$ cat src/rtl/fp32_multiplier.sv
// IEEE 754 binary32 multiplier: four-state pipeline (IDLE/MUL/NORM/ROUND) with a
// one-cycle valid pulse, round-to-nearest-even, and flush-to-zero for denormals.
module fp32_multiplier (
  input  logic        clk,
  input  logic        rst,
  input  logic [31:0] rs1,
  input  logic [31:0] rs2,
  input  logic        start,
  output logic [31:0] result,
  output logic        valid,
  output logic        busy
);

  typedef enum logic [1:0] {
    S_IDLE,
    S_MUL,
    S_NORM,
    S_ROUND
  } state_t;

  localparam logic [31:0] QNAN = 32'h7FC0_0000;

  state_t             r_state;
  logic               r_sign;
  logic [7:0]         r_exp_a;
  logic [7:0]         r_exp_b;
  logic [22:0]        r_man_a;
  logic [22:0]        r_man_b;
  logic               r_nan;
  logic               r_inf;
  logic               r_zero;
  logic [47:0]        r_prod;
  logic signed [9:0]  r_exp;
  logic [23:0]        r_sig;
  logic               r_guard;
  logic               r_round;
  logic               r_sticky;

  // Operand classification, sampled only when an operation is accepted.
  logic [7:0]  w_exp_a;
  logic [7:0]  w_exp_b;
  logic [22:0] w_man_a;
  logic [22:0] w_man_b;
  logic        w_a_zero;
  logic        w_b_zero;
  logic        w_a_inf;
  logic        w_b_inf;
  logic        w_a_nan;
  logic        w_b_nan;

  assign w_exp_a  = rs1[30:23];
  assign w_exp_b  = rs2[30:23];
  assign w_man_a  = rs1[22:0];
  assign w_man_b  = rs2[22:0];
  // Denormals (exponent 0) are treated as signed zero.
  assign w_a_zero = (w_exp_a == 8'd0);
  assign w_b_zero = (w_exp_b == 8'd0);
  assign w_a_inf  = (w_exp_a == 8'hFF) && (w_man_a == 23'd0);
  assign w_b_inf  = (w_exp_b == 8'hFF) && (w_man_b == 23'd0);
  assign w_a_nan  = (w_exp_a == 8'hFF) && (w_man_a != 23'd0);
  assign w_b_nan  = (w_exp_b == 8'hFF) && (w_man_b != 23'd0);

  logic [23:0] w_sig_a;
  logic [23:0] w_sig_b;
  logic [9:0]  w_exp_sum;

  assign w_sig_a   = {1'b1, r_man_a};
  assign w_sig_b   = {1'b1, r_man_b};
  assign w_exp_sum = {2'b00, r_exp_a} + {2'b00, r_exp_b} - 10'd127;

  // Rounding and final packing, consumed in the ROUND state.
  logic              w_round_up;
  logic [24:0]       w_sig_rnd;
  logic signed [9:0] w_exp_rnd;
  logic [22:0]       w_man_out;
  logic [31:0]       w_result;

  // NOTE: combinational blocks use blocking '=' and assign every output a
  // default first, so no latch is inferred; clocked state below uses '<=' only.
  always_comb begin
    w_round_up = r_guard & (r_round | r_sticky | r_sig[0]);
    w_sig_rnd  = {1'b0, r_sig} + {24'd0, w_round_up};
    w_exp_rnd  = r_exp;
    w_man_out  = w_sig_rnd[22:0];
    if (w_sig_rnd[24]) begin
      w_exp_rnd = r_exp + 10'sd1;
      w_man_out = 23'd0;
    end

    w_result = {r_sign, w_exp_rnd[7:0], w_man_out};
    if (r_nan) begin
      w_result = QNAN;
    end else if (r_inf) begin
      w_result = {r_sign, 8'hFF, 23'd0};
    end else if (r_zero) begin
      w_result = {r_sign, 31'd0};
    end else if (w_exp_rnd >= 10'sd255) begin
      w_result = {r_sign, 8'hFF, 23'd0};
    end else if (w_exp_rnd <= 10'sd0) begin
      w_result = {r_sign, 31'd0};
    end
  end

  // NOTE: only the control state and the outputs are reset; datapath registers
  // are always rewritten before they are read, so they need no reset value.
  always_ff @(posedge clk) begin
    if (rst) begin
      r_state <= S_IDLE;
      result  <= 32'd0;
      valid   <= 1'b0;
      busy    <= 1'b0;
    end else begin
      valid <= 1'b0;
      case (r_state)
        S_IDLE: begin
          if (start) begin
            r_sign  <= rs1[31] ^ rs2[31];
            r_exp_a <= w_exp_a;
            r_exp_b <= w_exp_b;
            r_man_a <= w_man_a;
            r_man_b <= w_man_b;
            r_nan   <= w_a_nan | w_b_nan | (w_a_inf & w_b_zero) | (w_b_inf & w_a_zero);
            r_inf   <= w_a_inf | w_b_inf;
            r_zero  <= w_a_zero | w_b_zero;
            busy    <= 1'b1;
            r_state <= S_MUL;
          end
        end

        S_MUL: begin
          r_prod  <= 48'(w_sig_a) * 48'(w_sig_b);
          r_exp   <= $signed(w_exp_sum);
          r_state <= S_NORM;
        end

        S_NORM: begin
          // Product of two [1,2) significands lies in [1,4): at most one shift.
          if (r_prod[47]) begin
            r_sig    <= r_prod[47:24];
            r_guard  <= r_prod[23];
            r_round  <= r_prod[22];
            r_sticky <= |r_prod[21:0];
            r_exp    <= r_exp + 10'sd1;
          end else begin
            r_sig    <= r_prod[46:23];
            r_guard  <= r_prod[22];
            r_round  <= r_prod[21];
            r_sticky <= |r_prod[20:0];
          end
          r_state <= S_ROUND;
        end

        S_ROUND: begin
          result  <= w_result;
          valid   <= 1'b1;
          busy    <= 1'b0;
          r_state <= S_IDLE;
        end

        default: r_state <= S_IDLE;
      endcase
    end
  end

endmodule

$ cat config.mk
export PLATFORM = sky130hd
export DESIGN_NAME = fp32_multiplier
export DESIGN_NICKNAME = d
export VERILOG_FILES = /design/src/rtl/fp32_multiplier.sv
export SDC_FILE = /design/constraint.sdc
export NUM_CORES = 2
export LEC_CHECK = 0
export BUFFER_PORTS_ARGS = -buffer_cell sky130_fd_sc_hd__buf_4
export CORE_MARGIN = 8
export CORE_UTILIZATION = 50
export DETAILED_ROUTE_END_ITERATION = 10
export GPL_ROUTABILITY_DRIVEN = 1
export PLACE_DENSITY = 0.67
export SKIP_LAST_GASP = 1
export SLEW_MARGIN = 20
export SYNTH_ARGS = -nofsm -noshare
export SYNTH_HDL_FRONTEND = slang
export SYNTH_SLANG_ARGS = --single-unit
$ cat constraint.sdc
create_clock -name clk -period 8.7 [get_ports clk]
set_input_delay 0.87 -clock clk [delete_from_list [all_inputs] [get_ports clk]]
set_output_delay 0.87 -clock clk [all_outputs]
set_load 0.02 [all_outputs]
==> results by group <==
Run status
  • Status: complete, no violations

CTS
  • Latest clock arrival within the worst-skew pair: 480 ps
  • Post-CTS setup buffers: 0
  • CTS sink cnt: 187
  • CTS root buf: clkbuf_16
  • CTS tree: built
  • H-tree depth: 4
  • Clock Path Buffers: 2
  • Resize count post-CTS: 0
  • Hold-fix buffers, CTS: 0
  • Clock slew at reported path FFs: 90 ps
  • TritonCTS buffer count: 17

STA
  • Final worst-path setup slack: 883 ps
  • Final setup TNS: 0 ps
  • Worst Max-Slew Pin Slew: 1130 ps
  • RSZ-0062 raised after global routing: no
  • Crit share post-route: 0.899
  • Slew margin rel.: 0.248
  • Final setup skew: 20.0 ps
  • Final setup fails: 0
  • Period minus WS final: 7820 ps
  • Final Hold Fails: 0
  • Slew Viols, Final: 0
  • FMAX: 0.128 GHz

Synthesis
  • Post-Syn Area: 26500 sq um
  • Synth Instances: between 2000 and 3000
  • FF+latch count, synth: 187
  • Yosys warns: 0
  • Syn Area/Cell: ~9.8 sq um
  • Top FF cell, synth: edfxtp_1
  • Post-synth EDFFs: 151
  • Post-synthesis async set-or-reset flop share: 0
  • Post-synth cell types: 75
  • Post-synth net total: 3437
  • Register area share after synthesis: 0.199

Placement
  • Post-DP HPWL: a little under 60000 microns
  • Placer Congestion: between 0.9 and 1
  • Area after DPL: 28000 sq um
  • I/O Buffers: 100
  • Placement Setup Slack: 935 ps

Floorplanning
  • Ports: 101
  • Die ar.: 60500 sq um
  • Die extent in x: 246 microns
  • Die Ht: 246 microns
  • Num rows: 84
  • Initial cell density of the core: 0.505
  • Core area: 52400 sq um

Worst setup path
  • R2R Path End: r_prod[46]
  • Max incr delay on CP: 640 ps
  • Req. time, crit path: 8990 ps
  • CP endpoint kind: register
  • R2R Setup Slk: 880 ps
  • Reg-to-reg startpoint: r_man_b[8]
  • Reg2Reg Depth: 25
  • Crit Path Max Fanout: 16
  • Slowest cell on the critical path: edfxtp_1
  • Cell mode on critical path: fa_1
  • Data arrival time of the worst path: 8110 ps
  • WS Path Type: register to register
  • Worst setup SP type: register

Drt
  • Final Routed Wirelength: 72100 microns
  • WL per Instance: roughly 21 microns
  • Total number of vias: 18600
  • Via density: 5.38
  • Initial DRT Pass Iterations: 7
  • ANT nets after route: 0
  • DRC violations left: 0
  • Initial DRC Count: 1258

Min path
  • Worst Hold Path EP: result[15]
  • Min-delay worst type: register to register
  • HP Start: result[15]
  • Worst hold stages: 2

GRT
  • Met1 Resource Use GR: 0.319
  • Grt total ovfl: 0
  • GRT busiest layer: met2
  • Antenna violations before repair: 1
  • GR Layer Usage met3: 0.0613
  • Largest net degree at the start of global routing: 49
  • Global routing usage on met2: 0.400
  • Vias in the first global route: approximately 20000
  • First-pass GRT wire length: 113000 microns
  • GRT Util Overall: 0.246

Layout
  • Fin area: 28700 sq um
  • Nets@finish: 3495
  • # diodes: 0
  • Area added between synthesis and finish: 8.41%
  • Fraction of final layout cells sized beyond drive strength 1: 0.0915
  • Finished Core Util: 0.547

Job
  • Maxcap violations: 0
[kinds of logic after synthesis]
kind of cell             synth area share
AO/OA/AOI/OAI                      0.0523
AND/OR/NAND/NOR                     0.146
adder cells (fa/ha/maj)             0.457
XOR/XNOR                           0.0301
multiplexers                       0.0126
flip-flops                          0.199
buffers and inverters               0.104
[metal layers]
metal,share of wire,routed length [microns]
met1,0.41,29400
met2,0.47,33600
met3,0.090,6490
met4,0.035,2550
met5,0,0
[critical path, delay by kind of cell (launching register included)]
| kind | cells | cell delay [ps] |
|---|---|---|
| compound gates | 3 | 940 |
| flops | 1 | 640 |
| buf+inv | 7 | 770 |
| fa+ha+maj | 8 | 3870 |
| simple gates | 7 | 1380 |
[layout make-up]
class / instances / area [sq um]
fill: 4630 / 23800
multi-input combinational: 1782 / 18500
sequential: 187 / 5260
inverter: 611 / 2290
timing repair buffer: 152 / 1160
tap: 688 / 861
clock buffer: 17 / 425
clock inverter: 15 / 213
[state kept, by name, summed over array words and instances (netlist names), 2 cells and up]
| name | flops |
|---|---|
| r_exp | 10 |
| r_exp_a | 8 |
| r_prod | 48 |
| result | 32 |
| r_man_a | 23 |
| r_man_b | 23 |
| r_sig | 24 |
| r_exp_b | 8 |
| r_state | 2 |
[stage by stage]
step	hold slack, ps	cells
4_1_cts	466	3450
6_report	466	3452
3_3_place_gp	443	3418
3_5_place_dp	451	3418
2_1_floorplan	494	2693
5_1_grt	482	3452
[cells in the mapped netlist, types with 7 or more instances]
master	instances	area [sq um]
nor3_1	7	35.0
nor2b_1	7	43.8
a21o_1	23	173
inv_1	607	2280
xnor2_1	51	447
nand3_1	26	130
clkbuf_1	104	390
o21ai_0	26	130
edfxtp_1	151	4530
nand2_1	337	1260
and3_1	7	43.8
a31oi_1	8	50.1
fa_1	483	9670
nand4_1	13	81.3
o21bai_1	11	82.6
a21oi_1	65	325
mux2_2	26	293
nor2_1	82	308
o21ai_2	20	175
ha_1	194	2430
xor2_1	40	350
and2_1	245	1530
nor4_1	22	138
dfxtp_1	36	721
[worst max path at each step]
| stage | startpoint | to | slack (ps) |
|---|---|---|---|
| after global placement | r_man_b[8] | r_prod[47] | 1120 |
| final | r_man_b[8] | r_prod[46] | 880 |
| after detailed placement | r_man_b[8] | r_prod[46] | 940 |
| after CTS | r_man_b[8] | r_prod[46] | 880 |
| after floorplan | r_man_a[13] | r_prod[47] | 1970 |
| after global routing | r_man_b[8] | r_prod[46] | 420 |
[cells in the final DEF, fill, tap and decap left out, types with 6 or more instances in the layout]
cell type / count
o21ai_0: 26
nand2_1: 337
dfxtp_1: 36
inv_1: 607
and3_1: 7
xor2_1: 40
edfxtp_1: 151
o21bai_1: 11
nand4_1: 13
mux2_2: 26
buf_4: 150
o21ai_1: 6
ha_1: 194
nand2b_1: 6
nor2_1: 81
o21ai_2: 20
a21o_1: 23
xnor2_1: 51
clkbuf_16: 17
fa_1: 483
nand3_1: 26
nor3_1: 7
a31oi_1: 8
and2_1: 245
a21oi_1: 65
nor4_1: 22
Power is left out: the tool's default activity adds up to more than one toggle a clock period on the data nets, which glitch-free logic cannot reach.
